--- src/rtl/sprite_pixel_scheduler_pkg.sv ---
// Shared constants and the sprite register layout for the sprite pixel scheduler.
package sprite_pixel_scheduler_pkg;

  localparam int NUM_SPRITES = 4;
  localparam int SPR_W       = 32;
  localparam int SPR_H       = 32;
  localparam int IMG_BITS    = 3;
  localparam int DATA_WIDTH  = 24;
  localparam int SPR_W_LOG2  = $clog2(SPR_W);
  localparam int SPR_H_LOG2  = $clog2(SPR_H);
  localparam int ROM_AW      = IMG_BITS + SPR_H_LOG2 + SPR_W_LOG2;

  localparam logic [1:0] FLD_X    = 2'd0;
  localparam logic [1:0] FLD_Y    = 2'd1;
  localparam logic [1:0] FLD_CTRL = 2'd2;

  typedef struct packed {
    logic [9:0]          x;
    logic [9:0]          y;
    logic                en;
    logic [IMG_BITS-1:0] img;
  } sprite_reg_t;

endpackage

--- src/rtl/sprite_pixel_scheduler_hit_unit.sv ---
// Bounding-box hit test of one sprite against the current pixel, plus the
// row/column offset of that pixel inside the sprite image.
module sprite_hit_unit
  import sprite_pixel_scheduler_pkg::*;
#(
  parameter int SPR_W = 32,
  parameter int SPR_H = 32
) (
  input  logic                     [9:0] hcount_i,
  input  logic                     [9:0] vcount_i,
  input  sprite_reg_t                    spr_i,
  output logic                           hit_o,
  output logic [$clog2(SPR_H)-1:0]       row_o,
  output logic [$clog2(SPR_W)-1:0]       col_o
);

  localparam int WL = $clog2(SPR_W);
  localparam int HL = $clog2(SPR_H);

  logic inX;
  logic inY;

  // 11-bit compares keep a sprite near x/y=1023 from wrapping back to 0
  assign inX = ({1'b0, hcount_i} >= {1'b0, spr_i.x}) &&
               ({1'b0, hcount_i} <  ({1'b0, spr_i.x} + 11'(SPR_W)));
  assign inY = ({1'b0, vcount_i} >= {1'b0, spr_i.y}) &&
               ({1'b0, vcount_i} <  ({1'b0, spr_i.y} + 11'(SPR_H)));

  assign hit_o = spr_i.en && inX && inY;
  assign col_o = hcount_i[WL-1:0] - spr_i.x[WL-1:0];
  assign row_o = vcount_i[HL-1:0] - spr_i.y[HL-1:0];

endmodule

--- src/rtl/sprite_pixel_scheduler.sv ---
// Per-pixel sprite ownership, ROM fetch and collision flagging, with sprite
// registers double-buffered so CPU writes only take effect at frame start.
module sprite_pixel_scheduler
  import sprite_pixel_scheduler_pkg::*;
#(
  parameter int NUM_SPRITES = 4,
  parameter int SPR_W       = 32,
  parameter int SPR_H       = 32,
  parameter int IMG_BITS    = 3,
  parameter int DATA_WIDTH  = 24,
  parameter int ROM_AW      = 13
) (
  input  logic                  clk,
  input  logic                  rst,
  input  logic                  pix_tick,
  input  logic                  frame_start,
  input  logic [9:0]            hcount,
  input  logic [9:0]            vcount,
  input  logic                  bright,
  input  logic                  wr_en,
  input  logic [3:0]            wr_addr,
  input  logic [9:0]            wr_data,
  output logic [ROM_AW-1:0]     rom_addr,
  input  logic [DATA_WIDTH-1:0] rom_data,
  output logic [DATA_WIDTH-1:0] pixel,
  output logic                  pix_en,
  output logic [9:0]            hcount_o,
  output logic [9:0]            vcount_o,
  output logic                  bright_o,
  output logic                  collision
);

  localparam int WL = $clog2(SPR_W);
  localparam int HL = $clog2(SPR_H);

  sprite_reg_t shadow_q [NUM_SPRITES];
  sprite_reg_t active_q [NUM_SPRITES];

  logic [NUM_SPRITES-1:0] hit;
  logic [HL-1:0]          row [NUM_SPRITES];
  logic [WL-1:0]          col [NUM_SPRITES];

  logic              anyHit;
  logic [ROM_AW-1:0] winAddr;
  logic              collNow;

  logic              hit1_q, bright1_q;
  logic [9:0]        h1_q, v1_q;
  logic [ROM_AW-1:0] rom_addr_q;

  logic                  pix_en_q, bright2_q;
  logic [DATA_WIDTH-1:0] pixel_q;
  logic [9:0]            h2_q, v2_q;

  logic acc_q, acc_d;
  logic collision_q;

  // Nonblocking semantics give the commit the pre-write shadow on a same-cycle write
  always_ff @(posedge clk or posedge rst) begin
    if (rst) begin
      for (int i = 0; i < NUM_SPRITES; i++) begin
        shadow_q[i] <= '0;
        active_q[i] <= '0;
      end
    end else begin
      for (int i = 0; i < NUM_SPRITES; i++) begin
        if (frame_start) active_q[i] <= shadow_q[i];
        if (wr_en && (wr_addr[3:2] == 2'(i))) begin
          case (wr_addr[1:0])
            FLD_X:    shadow_q[i].x <= wr_data;
            FLD_Y:    shadow_q[i].y <= wr_data;
            FLD_CTRL: begin
              shadow_q[i].en  <= wr_data[IMG_BITS];
              shadow_q[i].img <= wr_data[IMG_BITS-1:0];
            end
            default: ;
          endcase
        end
      end
    end
  end

  for (genvar g = 0; g < NUM_SPRITES; g++) begin : g_hit
    sprite_hit_unit #(.SPR_W(SPR_W), .SPR_H(SPR_H)) u_hit (
      .hcount_i (hcount),
      .vcount_i (vcount),
      .spr_i    (active_q[g]),
      .hit_o    (hit[g]),
      .row_o    (row[g]),
      .col_o    (col[g])
    );
  end

  // Walk from the highest index down so the lowest hitting sprite is kept
  always_comb begin
    anyHit  = 1'b0;
    winAddr = '0;
    for (int i = NUM_SPRITES - 1; i >= 0; i--) begin
      if (hit[i]) begin
        anyHit  = 1'b1;
        winAddr = {active_q[i].img, row[i], col[i]};
      end
    end
  end

  assign collNow = pix_tick && bright && hit[0] && (|hit[NUM_SPRITES-1:1]);
  assign acc_d   = (frame_start ? 1'b0 : acc_q) | collNow;

  always_ff @(posedge clk or posedge rst) begin
    if (rst) begin
      hit1_q      <= 1'b0;
      bright1_q   <= 1'b0;
      h1_q        <= '0;
      v1_q        <= '0;
      rom_addr_q  <= '0;
      pix_en_q    <= 1'b0;
      bright2_q   <= 1'b0;
      pixel_q     <= '0;
      h2_q        <= '0;
      v2_q        <= '0;
      acc_q       <= 1'b0;
      collision_q <= 1'b0;
    end else begin
      acc_q <= acc_d;
      if (frame_start) collision_q <= acc_q;
      if (pix_tick) begin
        hit1_q    <= anyHit;
        bright1_q <= bright;
        h1_q      <= hcount;
        v1_q      <= vcount;
        if (anyHit) rom_addr_q <= winAddr;
        pix_en_q  <= hit1_q && bright1_q;
        pixel_q   <= (hit1_q && bright1_q) ? rom_data : '0;
        bright2_q <= bright1_q;
        h2_q      <= h1_q;
        v2_q      <= v1_q;
      end
    end
  end

  assign rom_addr  = rom_addr_q;
  assign pixel     = pixel_q;
  assign pix_en    = pix_en_q;
  assign hcount_o  = h2_q;
  assign vcount_o  = v2_q;
  assign bright_o  = bright2_q;
  assign collision = collision_q;

endmodule

--- config.mk ---
export PLATFORM = sky130hd
export DESIGN_NAME = sprite_pixel_scheduler
export DESIGN_NICKNAME = d
export VERILOG_FILES = /design/src/rtl/sprite_pixel_scheduler_pkg.sv /design/src/rtl/sprite_pixel_scheduler_hit_unit.sv /design/src/rtl/sprite_pixel_scheduler.sv
export SDC_FILE = /design/constraint.sdc
export NUM_CORES = 1
export LEC_CHECK = 0
export BUFFER_PORTS_ARGS = -buffer_cell sky130_fd_sc_hd__buf_2
export CORE_MARGIN = 2
export CORE_UTILIZATION = 40
export DETAILED_ROUTE_END_ITERATION = 12
export GPL_TIMING_DRIVEN = 0
export PLACE_DENSITY_LB_ADDON = 0.25
export SETUP_SLACK_MARGIN = 0.3
export SYNTH_ARGS = -nofsm -noshare
export SYNTH_HDL_FRONTEND = slang
export SYNTH_SLANG_ARGS = --single-unit
--- constraint.sdc ---
create_clock -name clk -period 9.85 [get_ports clk]
set_input_delay 0.985 -clock clk [delete_from_list [all_inputs] [get_ports clk]]
set_output_delay 0.985 -clock clk [all_outputs]
set_load 0.1 [all_outputs]
==> flow_metrics.py <==
metrics = {
    "finish": {
        "drive_gt1_share_pct": 24.9,
        "final_cell_mix": "dfrtp_1 (275), mux2_2 (163), ha_1 (128), buf_2 (123), nand2_1 (108)",
        "nets": 1650,
        "syn2layout_area_growth_pct": 15.7,
        "finalNonFillerCells": 1934,
        "final_common_cell": "dfrtp_1",
        "fillers": 3319,
    },
    "place": {
        "gp_congestion": 0.897,
        "numPlacedInstances": 1878,
        "numPortBuffers": 122,
        "dpl.hpwl_um": 29200,
    },
    "route": {
        "dr_total_vias": 10571,
        "routed_via_density": 5.47,
        "drt.antenna.violating_nets": 0,
        "drt-wirelength-per-cell_um": 20.4,
        "drt-pass1-iter-count": 6,
        "routed_wl_um": 39500,
        "dr.first_iter.drc_count": 628,
        "drc": 0,
    },
    "min_path": {
        "holdPathStages": 2,
        "min_path_type": "register to register",
        "min_delay_worst_endpoint": "active_q[92]",
        "hp-start": "shadow_q[92]",
    },
    "clocking": {
        "cts.clk_slew.worst_paths_ns": 0.06,
        "ctsResizeCount": 0,
        "clk_root_buffer_cell": "clkbuf_16",
        "cts.htree.levels": 1,
        "tritoncts": "built",
        "cts_buffer_depth": 3,
        "cts_inserted_buffers": 31,
        "clock_latency_ns": 0.58,
        "cts_hold_buf": 0,
        "cts_sinks": 275,
        "post_cts_buffers": 0,
    },
    "floorplanning": {
        "die-area_mm2": 0.0380,
        "core-area_mm2": 0.0357,
        "start_util_pct": 40.8,
        "io_pins": 124,
        "die_w_um": 195,
        "rows": 69,
        "die_h_um": 195,
    },
    "synth": {
        "async_flop_share_pct": 100,
        "ys_seq_area_share_pct": 47.2,
        "synth_fp_nets": 1493,
        "syn_area_mm2": 0.0146,
        "synth.ff_latch_count": 275,
        "synth_cell_types": 78,
        "synth_edf_count": 0,
        "postSynthAreaPerCell_um2": 11.3,
        "netlist_instances": 1293,
        "ys.flop_type": "dfrtp_1",
        "yosys_warnings": 0,
    },
    "sta": {
        "final.min_clock_period_ns": 3.73,
        "relSlewSlack_pct": 20.4,
        "worst_slew_pin_slew_ns": 1.19,
        "rsz0062_at_grt": "false",
        "fmax_mhz": 268,
        "period_share_pct": 37.9,
        "hold_violations": 0,
        "setup_violations": 0,
        "whs_ns": 0.475,
        "fin_skew_ns": 0.0147,
        "finalMaxSlewViolations": 0,
    },
    "worst_setup_path": {
        "r2r_slack_ns": 6.45,
        "reg2regPathDepth": 13,
        "crit_path_max_fanout": 10,
        "path_buf_inv": 3,
        "max_stage_delay_ns": 0.46,
        "crit_chain": "buf_2 -> inv_1 -> fa_1 -> nand2b_1 -> a21oi_1 -> o2111ai_1 -> a2bb2oi_1 -> nand3_1 -> nand2_1 -> buf_2 -> a211oi_1 -> o41ai_2",
        "crit_type": "input pin to register",
        "slowest_stage": "fa_1",
        "required_ns": 10.32,
        "start_kind": "input pin",
        "critPathMostFrequentCell": "buf_2",
        "reg2reg_to": "rom_addr[3]",
        "crit_family": "compound AO/OA/AOI/OAI gates",
        "cp.arrival_ns": 4.20,
        "crit_path_end_kind": "register",
        "timing.rr.start": "active_q[91]",
    },
    "global_route": {
        "grt_max_degree": 107,
        "grt-ovfl-total": 0,
        "grtUsageTotal_pct": 21.1,
        "antenna_found_initial": 0,
        "grt_pass1_wl_um": 62100,
        "grt_pass1_vias": 10770,
    },
    "pwr": {
        "vdd_ir_drop_max_mv": 0.152,
        "p_per_area_mw_per_mm2": 233,
        "power.leakage_nw": 7.82,
    },
    "run_status": {
        "outcome": "finished clean",
    },
    "run": {
        "cap_violations": 0,
    },
}
==> cells by family after synthesis <==
group           after synthesis  share of synthesized area (%)
compound gates              275                           12.9
flops                       275                           47.2
simple gates                263                           8.89
mux                         163                           12.6
buf+inv                     143                           4.14
fa+ha+maj                   136                           12.1
xor+xnor                     38                           2.28
==> how the worst max path moves through the flow <==
stage / end / cells after the start / startpoint
floorplan: acc_q / 1 / rst
global placement: active_q[84] / 2 / rst
detailed placement: rom_addr[12] / 14 / hcount[0]
CTS: rom_addr[6] / 12 / hcount[1]
global route: rom_addr[1] / 12 / hcount[1]
finish: rom_addr[3] / 12 / hcount[1]
==> Yosys cell counts (7+ instances only) <==
library cell	n	area [µm²]
nand4_1	8	50.1
nor2_1	33	124
xnor2_1	32	280
nand2b_1	20	125
a211oi_1	14	105
a211o_1	7	61.3
clkbuf_1	34	128
a21o_1	13	97.6
inv_1	97	364
mux2_2	163	1840
nor3_1	13	65.1
o21a_1	9	67.6
a22o_1	24	210
nor2b_1	13	81.3
nand3_1	32	160
dfrtp_1	275	6880
nand2_1	108	405
o31a_1	9	78.8
ha_1	128	1600
a21oi_1	37	185
o2111ai_1	9	78.8
o21ai_0	98	490
fa_1	8	160
==> worst register-to-register path, delay by kind of cell, from the launching register on <==
kind | cells | cell delay, ns
AO/OA/AOI/OAI | 6 | 1.11
AND/OR/NAND/NOR | 3 | 0.84
adder cells (fa/ha/maj) | 2 | 0.49
flip-flops | 1 | 0.43
buffers and inverters | 1 | 0.29
XOR/XNOR | 1 | 0.14
==> routing by layer <==
| layer | track usage (%) | wire (µm) |
|---|---|---|
| met5 | 0 | 0 |
| met1 | 29.4 | 18500 |
| met3 | 3.40 | 1960 |
| met4 | 4.47 | 815 |
| met2 | 34.9 | 18200 |
==> power by group <==
group | switching (mW) | internal (mW)
clock | 0.464 | 0.718
sequential | 0.136 | 1.36
combinational | 0.807 | 0.444
==> through the flow <==
stage	cell area (µm²)	util, %	TNS, ns	setup slack (ns)	power, mW
floorplan	14600	-	0	1.28	2.45
global placement	15800	44.1	-533.83	-1.97	2.73
detailed placement	15800	44.3	0	5.55	2.76
CTS	16900	47.2	0	6.15	3.96
global route	16900	47.2	0	5.95	4.15
finish	16900	47.2	0	6.12	3.93
==> area by class of cell <==
type	count	area, µm²	area share [%]
plain buffers	45	236	1.40
diodes	2	5.00	0.0296
clock inverters	6	105	0.623
well taps	461	577	3.42
clock buffers	48	930	5.51
inverters	98	375	2.22
repair buffers	124	666	3.94
flip-flops and latches	275	6880	40.8
multi-input cells	875	7100	42.1
==> state kept, by name, indices dropped and copies added (netlist names), 10 cells and up <==
signal	cells
hcount_o	10
vcount_o	10
h1_q	10
shadow_q	96
v1_q	10
pixel	24
active_q	96
rom_addr	13
No activity file was read; power rests on OpenSTA's default activity.
